<file path="src/rtl/wb_arbiter2.sv">
// Two-master Wishbone arbiter: round-robin per tenure, ack routing by outstanding-strobe count.
// Optional feature: define WB_ARB_TIMESLICE_EN to preempt an owner after MAX_BURST strobes.
module wb_arbiter2 #(
    parameter int AW              = 16,
    parameter int DW              = 16,
    parameter int MAX_OUTSTANDING = 4,
    parameter int MAX_BURST       = 8
) (
    input  logic          clk,
    input  logic          rst_n,
    input  logic          m0_cyc,
    input  logic          m0_stb,
    input  logic          m0_we,
    input  logic [AW-1:0] m0_adr,
    input  logic [DW-1:0] m0_dat_w,
    output logic [DW-1:0] m0_dat_r,
    output logic          m0_ack,
    output logic          m0_stall,
    input  logic          m1_cyc,
    input  logic          m1_stb,
    input  logic          m1_we,
    input  logic [AW-1:0] m1_adr,
    input  logic [DW-1:0] m1_dat_w,
    output logic [DW-1:0] m1_dat_r,
    output logic          m1_ack,
    output logic          m1_stall,
    output logic          s_cyc,
    output logic          s_stb,
    output logic          s_we,
    output logic [AW-1:0] s_adr,
    output logic [DW-1:0] s_dat_w,
    input  logic [DW-1:0] s_dat_r,
    input  logic          s_ack,
    input  logic          s_stall
);

    localparam int CW = $clog2(MAX_OUTSTANDING + 1);
    localparam logic [CW-1:0] CNT_MAX = CW'(MAX_OUTSTANDING);

    localparam logic [1:0] IDLE = 2'd0;
    localparam logic [1:0] GNT0 = 2'd1;
    localparam logic [1:0] GNT1 = 2'd2;

    if (MAX_OUTSTANDING < 1 || MAX_BURST < 1) begin : g_cfg_err
        $error("wb_arbiter2: MAX_OUTSTANDING and MAX_BURST must be at least 1");
    end

    logic [1:0]    state, state_nxt;
    logic          last, last_nxt;
    logic [CW-1:0] cnt, cnt_nxt;
    logic          own0, own1;
    logic          own_cyc, own_stb, other_cyc;
    logic          cnt_full, own_stall, ack_ok, accept, slice_stop;

    assign own0      = (state == GNT0);
    assign own1      = (state == GNT1);
    assign own_cyc   = own1 ? m1_cyc : m0_cyc;
    assign own_stb   = own1 ? m1_stb : m0_stb;
    assign other_cyc = own1 ? m0_cyc : m1_cyc;
    assign cnt_full  = (cnt == CNT_MAX);

    // Slave cycle stays up for the whole grant, including the drain after the owner drops cyc.
    assign s_cyc   = own0 | own1;
    assign s_stb   = s_cyc & own_cyc & own_stb & ~cnt_full & ~slice_stop;
    assign s_we    = own0 ? m0_we    : (own1 ? m1_we    : 1'b0);
    assign s_adr   = own0 ? m0_adr   : (own1 ? m1_adr   : '0);
    assign s_dat_w = own0 ? m0_dat_w : (own1 ? m1_dat_w : '0);

    assign own_stall = s_stall | cnt_full | slice_stop;
    assign m0_stall  = own0 ? own_stall : 1'b1;
    assign m1_stall  = own1 ? own_stall : 1'b1;

    // An ack with nothing outstanding is spurious and is neither routed nor counted.
    assign ack_ok   = s_ack & (cnt != '0);
    assign m0_ack   = own0 & ack_ok;
    assign m1_ack   = own1 & ack_ok;
    assign m0_dat_r = s_dat_r;
    assign m1_dat_r = s_dat_r;

    assign accept = s_stb & ~s_stall;

`ifdef WB_ARB_TIMESLICE_EN
    localparam int BW = $clog2(MAX_BURST + 1);
    localparam logic [BW-1:0] BURST_MAX = BW'(MAX_BURST);

    logic [BW-1:0] burst;

    assign slice_stop = s_cyc & other_cyc & (burst == BURST_MAX);

    // Saturates so an uncontended owner can stream indefinitely.
    always_ff @(posedge clk or negedge rst_n) begin
        if (!rst_n) begin
            burst <= '0;
        end else if (state_nxt != state && state_nxt != IDLE) begin
            burst <= '0;
        end else if (accept && burst != BURST_MAX) begin
            burst <= burst + BW'(1);
        end
    end
`else
    assign slice_stop = 1'b0;
`endif

    always_comb begin
        cnt_nxt = cnt;
        if (accept && !ack_ok) begin
            cnt_nxt = cnt + CW'(1);
        end else if (!accept && ack_ok) begin
            cnt_nxt = cnt - CW'(1);
        end
    end

    always_comb begin
        state_nxt = state;
        last_nxt  = last;
        case (state)
            IDLE: begin
                if (m0_cyc && (!m1_cyc || last)) begin
                    state_nxt = GNT0;
                    last_nxt  = 1'b0;
                end else if (m1_cyc) begin
                    state_nxt = GNT1;
                    last_nxt  = 1'b1;
                end
            end
            GNT0: begin
                if ((!m0_cyc || slice_stop) && cnt == '0) begin
                    if (m1_cyc) begin
                        state_nxt = GNT1;
                        last_nxt  = 1'b1;
                    end else begin
                        state_nxt = IDLE;
                    end
                end
            end
            GNT1: begin
                if ((!m1_cyc || slice_stop) && cnt == '0) begin
                    if (m0_cyc) begin
                        state_nxt = GNT0;
                        last_nxt  = 1'b0;
                    end else begin
                        state_nxt = IDLE;
                    end
                end
            end
            default: state_nxt = IDLE;
        endcase
    end

    always_ff @(posedge clk or negedge rst_n) begin
        if (!rst_n) begin
            state <= IDLE;
            last  <= 1'b1;
            cnt   <= '0;
        end else begin
            state <= state_nxt;
            last  <= last_nxt;
            cnt   <= cnt_nxt;
        end
    end

endmodule

</file>
<file path="config.mk">
export PLATFORM = sky130hd
export DESIGN_NAME = wb_arbiter2
export DESIGN_NICKNAME = d
export VERILOG_FILES = /design/src/rtl/wb_arbiter2.sv
export SDC_FILE = /design/constraint.sdc
export NUM_CORES = 1
export LEC_CHECK = 0
export ABC_CLOCK_PERIOD_IN_PS = 2700
export BUFFER_PORTS_ARGS = -buffer_cell sky130_fd_sc_hd__buf_2
export CAP_MARGIN = 20
export CORE_MARGIN = 2
export CORE_UTILIZATION = 32
export DETAILED_ROUTE_END_ITERATION = 8
export PLACE_DENSITY = 0.83
export SYNTH_ARGS = -nofsm -noshare
export SYNTH_HDL_FRONTEND = slang
export SYNTH_SLANG_ARGS = --single-unit
</file>
<file path="constraint.sdc">
create_clock -name clk -period 2.7 [get_ports clk]
set_clock_uncertainty 0.15 [all_clocks]
set_input_delay 0.54 -clock clk [delete_from_list [all_inputs] [get_ports clk]]
set_output_delay 0.54 -clock clk [all_outputs]
set_load 0.01 [all_outputs]
</file>
==> impl_metrics.csv, run 1 <==
group,metric,value,unit
sta,rsz0062_at_grt,"no",
sta,slew_headroom,0.696,
die,die_h,65.1,um
outcome,status,"complete, no violations",
yosys,synthCells,190,
worst_setup_path,crit_type,"reg -> out",
die,fp.coreArea,3630,um2
global_route,antenna_found_initial,0,
die,num_rows,22,
sta,drv_slew,0,
flow_run,cap_violations,0,
worst_setup_path,cp_data_arrival_time,1.72,ns
global_route,grt_pass1_vias,1190,
clocking,numCtsBuffers,3,
yosys,avgSynthCellArea,6.28,um2
sta,setup_viol,0,
cells_and_area,antenna_cells,0,
clocking,htreeDepth,1,
yosys,synthDistinctLibCells,31,
sta,fin_crit,2.41,ns
routing,wire_per_inst,10.8,um
routing,antenna_left,0,
worst_setup_path,required,2.01,ns
sta,period_share,0.894,
global_route,overflow,0,
yosys,syn_nets,287,
yosys,synth_seq_cells,6,
worst_setup_path,slowest_stage,"dfrtp_1",
routing,viasPerCell,4.53,
sta,worst_slew_pin_slew,0.453,ns
routing,vias,1433,
worst_setup_path,path_cells,"inv_1 > ha_2 > buf_4 > nand2_1 > o21ai_0 > buf_2",
clocking,cts_buffer_depth,2,
global_route,grt_pass1_wl,4950,um
global_route,grt_start_max_net_pins,41,
power,powerDensity,878,nW/um2
sta,maxClockFrequency,414,MHz
clocking,cts.sinks,6,
yosys,yosysTopAreaCell,"buf_4",
place,gp_congestion,0.742,
routing,dr.pass1.iters,4,
sta,setup_tns,0,ns
worst_setup_path,cp_max_fo,17,
cells_and_area,area_growth,38.1,%
clocking,cts_tree,"done",
clocking,ctsRootBufferMaster,"clkbuf_8",
die,die-area,4230,um2
worst_setup_path,reg2reg_depth,9,
clocking,postCtsSetupBuffers,0,
die,ios,161,
power,p_leak,0.886,nW
yosys,netlist_area,1190,um2
power,vdd_ir_drop_max,0.000577,V
yosys,netlist_top_cells_area,"buf_4 20%, nand2_1 20%, dfrtp_1 10%",
cells_and_area,layout.nets,366,
place,port-buffer-count,112,
yosys,seq_area_frac_synth,0.127,
clocking,clk_pin_slew,0.04,ns
routing,wirelength,3400,um
worst_setup_path,end_kind,"output pin",
cells_and_area,drive_above_1_share,0.466,
global_route,grtUsageTotal,0.145,
yosys,yosys_warnings,0,
sta,hold_viol_final,0,
yosys,synth_top_cell_area_share,0.201,
place,placed_cells,311,
worst_setup_path,max_stage_delay,0.40,ns
clocking,insertion_delay,0.23,ns
worst_hold_path,hold_class,"reg -> reg",
cells_and_area,n_fill_cell,383,
die,start_util,0.329,
die,die_w,65.1,um
worst_setup_path,startpoint_type,"flop",
routing,drtIter0Drc,39,
routing,drc_errors,0,
worst_hold_path,whs_path_depth,1,
place,place.detailed.hpwl,2790,um
cells_and_area,finalNonFillerCells,316,
cells_and_area,final_cell_mix,"112 x buf_2, 63 x nand2_1, 17 x o21ai_0",
cells_and_area,final_common_cell,"buf_2",
[worst max-delay path: cells and delay by family, from the launching register on]
kind | cells | cell delay, ns
flip-flops | 1 | 0.40
AND/OR/NAND/NOR | 1 | 0.06
AO/OA/AOI/OAI | 1 | 0.09
adder cells (fa/ha/maj) | 1 | 0.40
buffers and inverters | 3 | 0.54
[synthesized netlist by cell type, drive strengths merged]
cell / number
dfstp: 1
o32ai: 1
and3: 1
nor2b: 1
or3: 1
ha: 6
dfrtp: 5
nor2: 6
and3b: 1
a21boi: 1
o21ai: 32
nor3b: 1
nand2: 63
o31ai: 1
buf: 32
nor3: 1
a2111oi: 1
a21oi: 4
clkbuf: 11
o22ai: 1
a22o: 3
mux2: 2
xnor2: 1
fa: 1
nand2b: 1
a21o: 1
xor2: 2
inv: 6
o41a: 2
[worst paths after layout]
kind | slack [ns] | end | start
max in group asynchronous | 1.64 | last | rst_n
max reg2reg | 0.32 | cnt[1] | state[0]
min | 0.44 | cnt[2] | cnt[2]
min in group asynchronous | 0.53 | cnt[2] | rst_n
min reg2reg | 0.44 | cnt[2] | cnt[2]
max | 0.29 | s_adr[0] | state[1]
[power breakdown]
| group | switching, mW | internal [mW] |
|---|---|---|
| Sequential | 0.0674 | 0.142 |
| Clock | 0.0413 | 0.102 |
| Combinational | 0.599 | 0.495 |
[timing repair]
action                     in CTS  in global routing
hold buffers                    1                  0
gates resized for setup         0                  1
setup endpoints to repair       0                 14
hold endpoints to repair        5                  0
[registers in the layout, summed over array words and instances (netlist names)]
name,flops
cnt,3
state,2
last,1
[per-stage QoR]
step,utilization,setup WS (ns),hold slack (ns),instance area [um2],total power [mW]
floorplan,-,0.482,0.0944,1190,0.935
global placement,0.438,0.389,0.222,1590,1.28
detailed placement,0.438,0.328,0.227,1590,1.31
CTS,0.453,0.122,0.438,1650,1.46
global route,0.454,0.132,0.481,1650,1.60
finish,0.454,0.285,0.444,1650,1.45
[per-layer routing]
layer,track usage,vias to the layer above,part of all wire
met5,0,-,0
met4,0.0703,0,0.023
met3,0.0347,15,0.087
met2,0.260,66,0.49
met1,0.158,603,0.40
li1,-,749,-
[cell type report]
type / instances / area [um2] / area share
multi-input cells: 135 / 743 / 0.451
repair buffers: 117 / 626 / 0.380
flip-flops and latches: 6 / 151 / 0.0919
well taps: 48 / 60.1 / 0.0364
clock buffers: 4 / 45.0 / 0.0273
inverters: 6 / 22.5 / 0.0137
[kinds of logic after synthesis]
family,Yosys count,share of synthesized area
AOI/OAI and AO/OA,47,0.242
xor gates and xnor gates,3,0.0220
adders and majority gates,7,0.0797
buffers and inverters,49,0.255
DFF,6,0.127
muxes,2,0.0189
and+or+nand+nor,76,0.256
(Power assumes the default switching activity.)
==> inputs of run 2 (changes only) <==
BUFFER_PORTS_ARGS = default   (was -buffer_cell sky130_fd_sc_hd__buf_2)
CORE_AREA = 2 2 62 64   (was default)
CORE_MARGIN = default   (was 2)
CORE_UTILIZATION = default   (was 32)
DIE_AREA = 0 0 64 66   (was default)
DONT_BUFFER_PORTS = 1   (was default)
PLACE_DENSITY = default   (was 0.83)
==> run 2 against run 1 <==
- final cell count fell by 33%
- hold slack worse by 0.13 ns
- utilization down 14 points
- non-clock buffer count decreased by 103
- cell area shrank 32%
- maximum frequency shrank 0.95%
- via count decreased by 25%
- first-iteration DRC count shrank 31%
- register-to-register slack got worse by 0.06 ns
- setup slack worse by 0.023 ns
- critical path depth is 4 higher
- sequential share of layout area increased by 4.3 points
==> impl_metrics.csv, run 2 (synthesis gave the netlist of run 1 again) <==
group,metric,value,unit
power,vdd_ir_drop_max,0.000510,V
power,powerDensity,1090,nW/um2
worst_hold_path,min-delay-start,"m1_cyc",
worst_setup_path,r2r_start,"state[0]",
clocking,htreeDepth,1,
die,die-area,4220,um2
cells_and_area,largest_reg_flops,3,
routing,viasPerCell,5.05,
power,p_leak,0.445,nW
sta,maxClockFrequency,410,MHz
cells_and_area,largest_register,"cnt",
cells_and_area,drive_above_1_share,0.127,
worst_setup_path,required,2.72,ns
die,fp.coreArea,3550,um2
die,num_rows,22,
worst_setup_path,cp_max_fo,4,
worst_setup_path,end_kind,"flop",
worst_hold_path,hold_class,"in -> reg",
global_route,overflow,0,
sta,hold_ws,0.316,ns
worst_setup_path,startpoint_type,"flop",
cells_and_area,largest_registers,"cnt (3), state (2), last (1)",
clocking,clk_pin_slew,0.06,ns
routing,vias,1076,
global_route,grt_pass1_vias,868,
die,die_h,66,um
worst_setup_path,cp_data_arrival_time,2.46,ns
cells_and_area,layout.nets,263,
global_route,grtUsageTotal,0.126,
sta,drv_slew,0,
clocking,insertion_delay,0.25,ns
sta,period_share,0.903,
place,port-buffer-count,0,
global_route,grt_pass1_wl,4200,um
clocking,postCtsSetupBuffers,0,
die,start_util,0.336,
power,report.power.total,1.22,mW
sta,slew_headroom,0.743,
cells_and_area,antenna_cells,0,
global_route,grt_start_max_net_pins,37,
sta,hold_viol_final,0,
global_route,antenna_found_initial,0,
flow_run,cap_violations,0,
sta,setup_tns,0,ns
cells_and_area,final_common_cell,"nand2_1",
routing,drtIter0Drc,27,
worst_setup_path,crit_path_start,"state[0]",
sta,rsz0062_at_grt,"no",
clocking,numCtsBuffers,3,
die,ios,161,
die,die_w,64,um
place,gp_congestion,0.765,
routing,drc_errors,0,
routing,dr.pass1.iters,4,
clocking,ctsRootBufferMaster,"clkbuf_4",
routing,wire_per_inst,14.4,um
place,place.detailed.hpwl,2520,um
clocking,cts_tree,"done",
sta,setup_viol,0,
outcome,status,"complete, no violations",
cells_and_area,area_growth,-6.08,%
clocking,cts_buffer_depth,2,
worst_setup_path,crit_type,"reg -> reg",
routing,wirelength,3070,um
cells_and_area,final_cell_mix,"63 x nand2_1, 17 x o21ai_0, 15 x o21ai_1",
routing,antenna_left,0,
sta,worst_slew_pin_slew,0.382,ns
clocking,cts.sinks,6,
sta,fin_crit,2.44,ns
run 2: changes by cell type in the layout (fill, tap and decap cells not counted), moves of 3 or more:
cell      change
buf_4        +10
buf_2       -112
clkbuf_8      -3
clkbuf_4      +3
run 2: final cells by class:
type                       count  area, um2
timing repair buffer          14        120
multi-input combinational    135        741
tap                           48       60.1
fill                         383       2430
sequential                     6        151
inverter                       6       22.5
clock buffer                   4       26.3
run 2: worst max-delay path, stage by stage (launching register included):
cell     delay, ns
dfrtp_1       0.38
inv_1         0.11
ha_1          0.41
o21ai_1       0.13
nor2b_1       0.15
ha_1          0.20
inv_1         0.07
fa_1          0.38
xor2_1        0.15
nor2_1        0.11
xor2_1        0.15
run 2: metal layers:
| layer | vias to the layer above | global-route usage | part of all wire | routed length [um] |
|---|---|---|---|---|
| li1 | 542 | - | - | - |
| met1 | 467 | 0.153 | 0.38 | 1150 |
| met2 | 63 | 0.214 | 0.52 | 1590 |
| met3 | 4 | 0.0341 | 0.097 | 296 |
| met4 | 0 | 0.0435 | 0.0091 | 28 |
| met5 | - | 0 | 0 | 0 |
run 2: path summary, 6_finish.rpt:
check | end | slack [ns] | cells past startpoint
max | cnt[2] | 0.26 | 10
min reg2reg | cnt[2] | 0.44 | 1
max in group asynchronous | last | 1.65 | 1
min | state[1] | 0.32 | 2
min in group asynchronous | state[1] | 0.46 | 1
max reg2reg | cnt[2] | 0.26 | 10
run 2: what timing repair did:
item | CTS | global route
hold endpoints to repair | 6 | 0
hold buffers | 1 | 0
gates resized for setup | 0 | 0
endpoints found under the setup margin | 0 | 0
run 2: where the power goes:
group	internal (mW)	switching, mW
Sequential	0.142	0.0659
Clock	0.0564	0.0393
Combinational	0.359	0.557
run 2: metrics by stage:
step	cells	setup WS, ns	utilization	instance area [um2]
6_report	213	0.262	0.316	1120
2_1_floorplan	190	0.482	-	1190
3_5_place_dp	208	0.262	0.305	1080
4_1_cts	213	0.245	0.316	1120
5_1_grt	213	0.101	0.316	1120
3_3_place_gp	208	0.380	0.305	1080
==> inputs of run 3 (changes only) <==
CORE_AREA = default   (was 2 2 62 64)
CORE_ASPECT_RATIO = 1.1   (was default)
CORE_MARGIN = 2   (was default)
CORE_UTILIZATION = 32   (was default)
DIE_AREA = default   (was 0 0 64 66)
==> run 3 against run 2 <==
- clock power up 49%
- via count shrank 2.7%
- sequential power about the same
- largest cell class unchanged
==> impl_metrics.csv, run 3 (synthesis gave the netlist of run 1 again) <==
group,metric,value,unit
worst_setup_path,r2r_slack,0.28,ns
sta,fin_crit,2.42,ns
sta,slew_headroom,0.721,
place,port-buffer-count,0,
routing,drc_errors,0,
power,powerDensity,1100,nW/um2
routing,viasPerCell,4.94,
cells_and_area,finalNonFillerCells,212,
worst_setup_path,crit_type,"reg -> reg",
worst_setup_path,cp_max_fo,4,
worst_setup_path,startpoint_type,"flop",
worst_setup_path,reg2reg_depth,10,
cells_and_area,final_cell_mix,"63 x nand2_1, 17 x o21ai_0, 15 x o21ai_1",
routing,drtIter0Drc,44,
die,fp.coreArea,3600,um2
die,die_h,68.1,um
place,placed_cells,207,
worst_setup_path,required,2.70,ns
worst_hold_path,hold_class,"in -> async",
clocking,ctsRootBufferMaster,"clkbuf_8",
sta,setup_tns,0,ns
cells_and_area,area_growth,-7.23,%
routing,vias,1047,
clocking,insertion_delay,0.22,ns
cells_and_area,final_common_cell,"nand2_1",
global_route,grt_start_max_net_pins,41,
clocking,cts_resized,0,
sta,drv_slew,0,
cells_and_area,layout.nets,260,
place,gp_congestion,0.803,
global_route,overflow,0,
sta,rsz0062_at_grt,"no",
die,num_rows,23,
routing,antenna_left,0,
flow_run,cap_violations,0,
worst_setup_path,slowest_stage,"ha_1",
cells_and_area,multi_input_area,741,um2
outcome,status,"complete, no violations",
die,die-area,4240,um2
worst_setup_path,cp_data_arrival_time,2.42,ns
power,vdd_ir_drop_max,0.000453,V
clocking,clk_pin_slew,0.04,ns
routing,dr.pass1.iters,4,
clocking,cts_tree,"done",
die,start_util,0.332,
cells_and_area,largest_reg_flops,3,
sta,maxClockFrequency,414,MHz
cells_and_area,regArea,151,um2
clocking,numCtsBuffers,3,
global_route,grtUsageTotal,0.119,
die,ios,161,
routing,wirelength,2910,um
sta,hold_ws,0.0118,ns
clocking,hold_buffers,1,
clocking,htreeDepth,1,
clocking,postCtsSetupBuffers,0,
clocking,cts.sinks,6,
power,p_leak,0.433,nW
clocking,cts_buffer_depth,2,
global_route,grt_pass1_vias,890,
global_route,antenna_found_initial,0,
cells_and_area,largest_registers,"cnt (3), state (2), last (1)",
sta,hold_viol_final,0,
cells_and_area,antenna_cells,0,
cells_and_area,drive_above_1_share,0.111,
place,place.detailed.hpwl,2340,um
sta,setup_viol,0,
worst_setup_path,end_kind,"flop",
cells_and_area,n_fill_cell,390,
sta,period_share,0.895,
power,report.power.total,1.22,mW
worst_setup_path,r2r_start,"state[0]",
cells_and_area,design_area,1110,um2
global_route,grt_pass1_wl,4140,um
cells_and_area,largest_register,"cnt",
routing,wire_per_inst,13.7,um
worst_setup_path,worstReg2RegEnd,"cnt[2]",
sta,worst_slew_pin_slew,0.415,ns
worst_setup_path,path_cells,"inv_1 > ha_1 > o21ai_1 > nor2b_1 > ha_1 > inv_1 > fa_1 > xor2_1 > nor2_1 > xor2_1",
die,die_w,62.2,um
worst_setup_path,max_stage_delay,0.40,ns
place,dpl-instance-area,1050,um2
==> run 3: worst max-delay path by stage <==
stage                   from     end  slack, ns  depth (start not counted)
finish              state[0]  cnt[2]       0.28                         10
global route        state[0]  cnt[2]       0.07                         10
CTS                 state[0]  cnt[2]       0.27                         10
detailed placement  state[1]  cnt[2]       0.27                         10
global placement    state[0]  cnt[2]       0.37                         10
floorplan           state[0]  cnt[2]       0.48                         10
==> run 3: through the flow <==
stage | utilization | worst slack, ns
floorplan | - | 0.482
global placement | 0.293 | 0.370
detailed placement | 0.293 | 0.273
CTS | 0.308 | 0.266
global route | 0.308 | 0.0701
finish | 0.308 | 0.282
==> run 3: layer usage <==
layer / vias up / GRT usage / part of all wire
met1: 439 / 0.134 / 0.40
met5: - / 0 / 0
met4: 0 / 0.0778 / 0.029
met2: 56 / 0.202 / 0.49
li1: 536 / - / -
met3: 16 / 0.0313 / 0.081
==> run 3: report_power, final <==
group | internal (mW) | switching [mW] | leakage (nW)
Sequential | 0.142 | 0.0670 | 0.0713
Clock | 0.102 | 0.0416 | 0.0228
Combinational | 0.325 | 0.544 | 0.339
==> run 3: area by class of cell <==
type,instances,area share
clock buffer,4,0.0407
inverter,6,0.0203
multi-input combinational,135,0.669
sequential,6,0.137
tap,50,0.0565
timing repair buffer,11,0.0768
==> run 3: worst max-delay path, delay by kind of cell, from the launching register on <==
kind                       cells  cell delay, ns
and+or+nand+nor                2            0.25
buffers and inverters          2            0.17
xor gates and xnor gates       2            0.30
DFF                            1            0.38
AOI/OAI and AO/OA              1            0.13
adders and majority gates      3            0.96
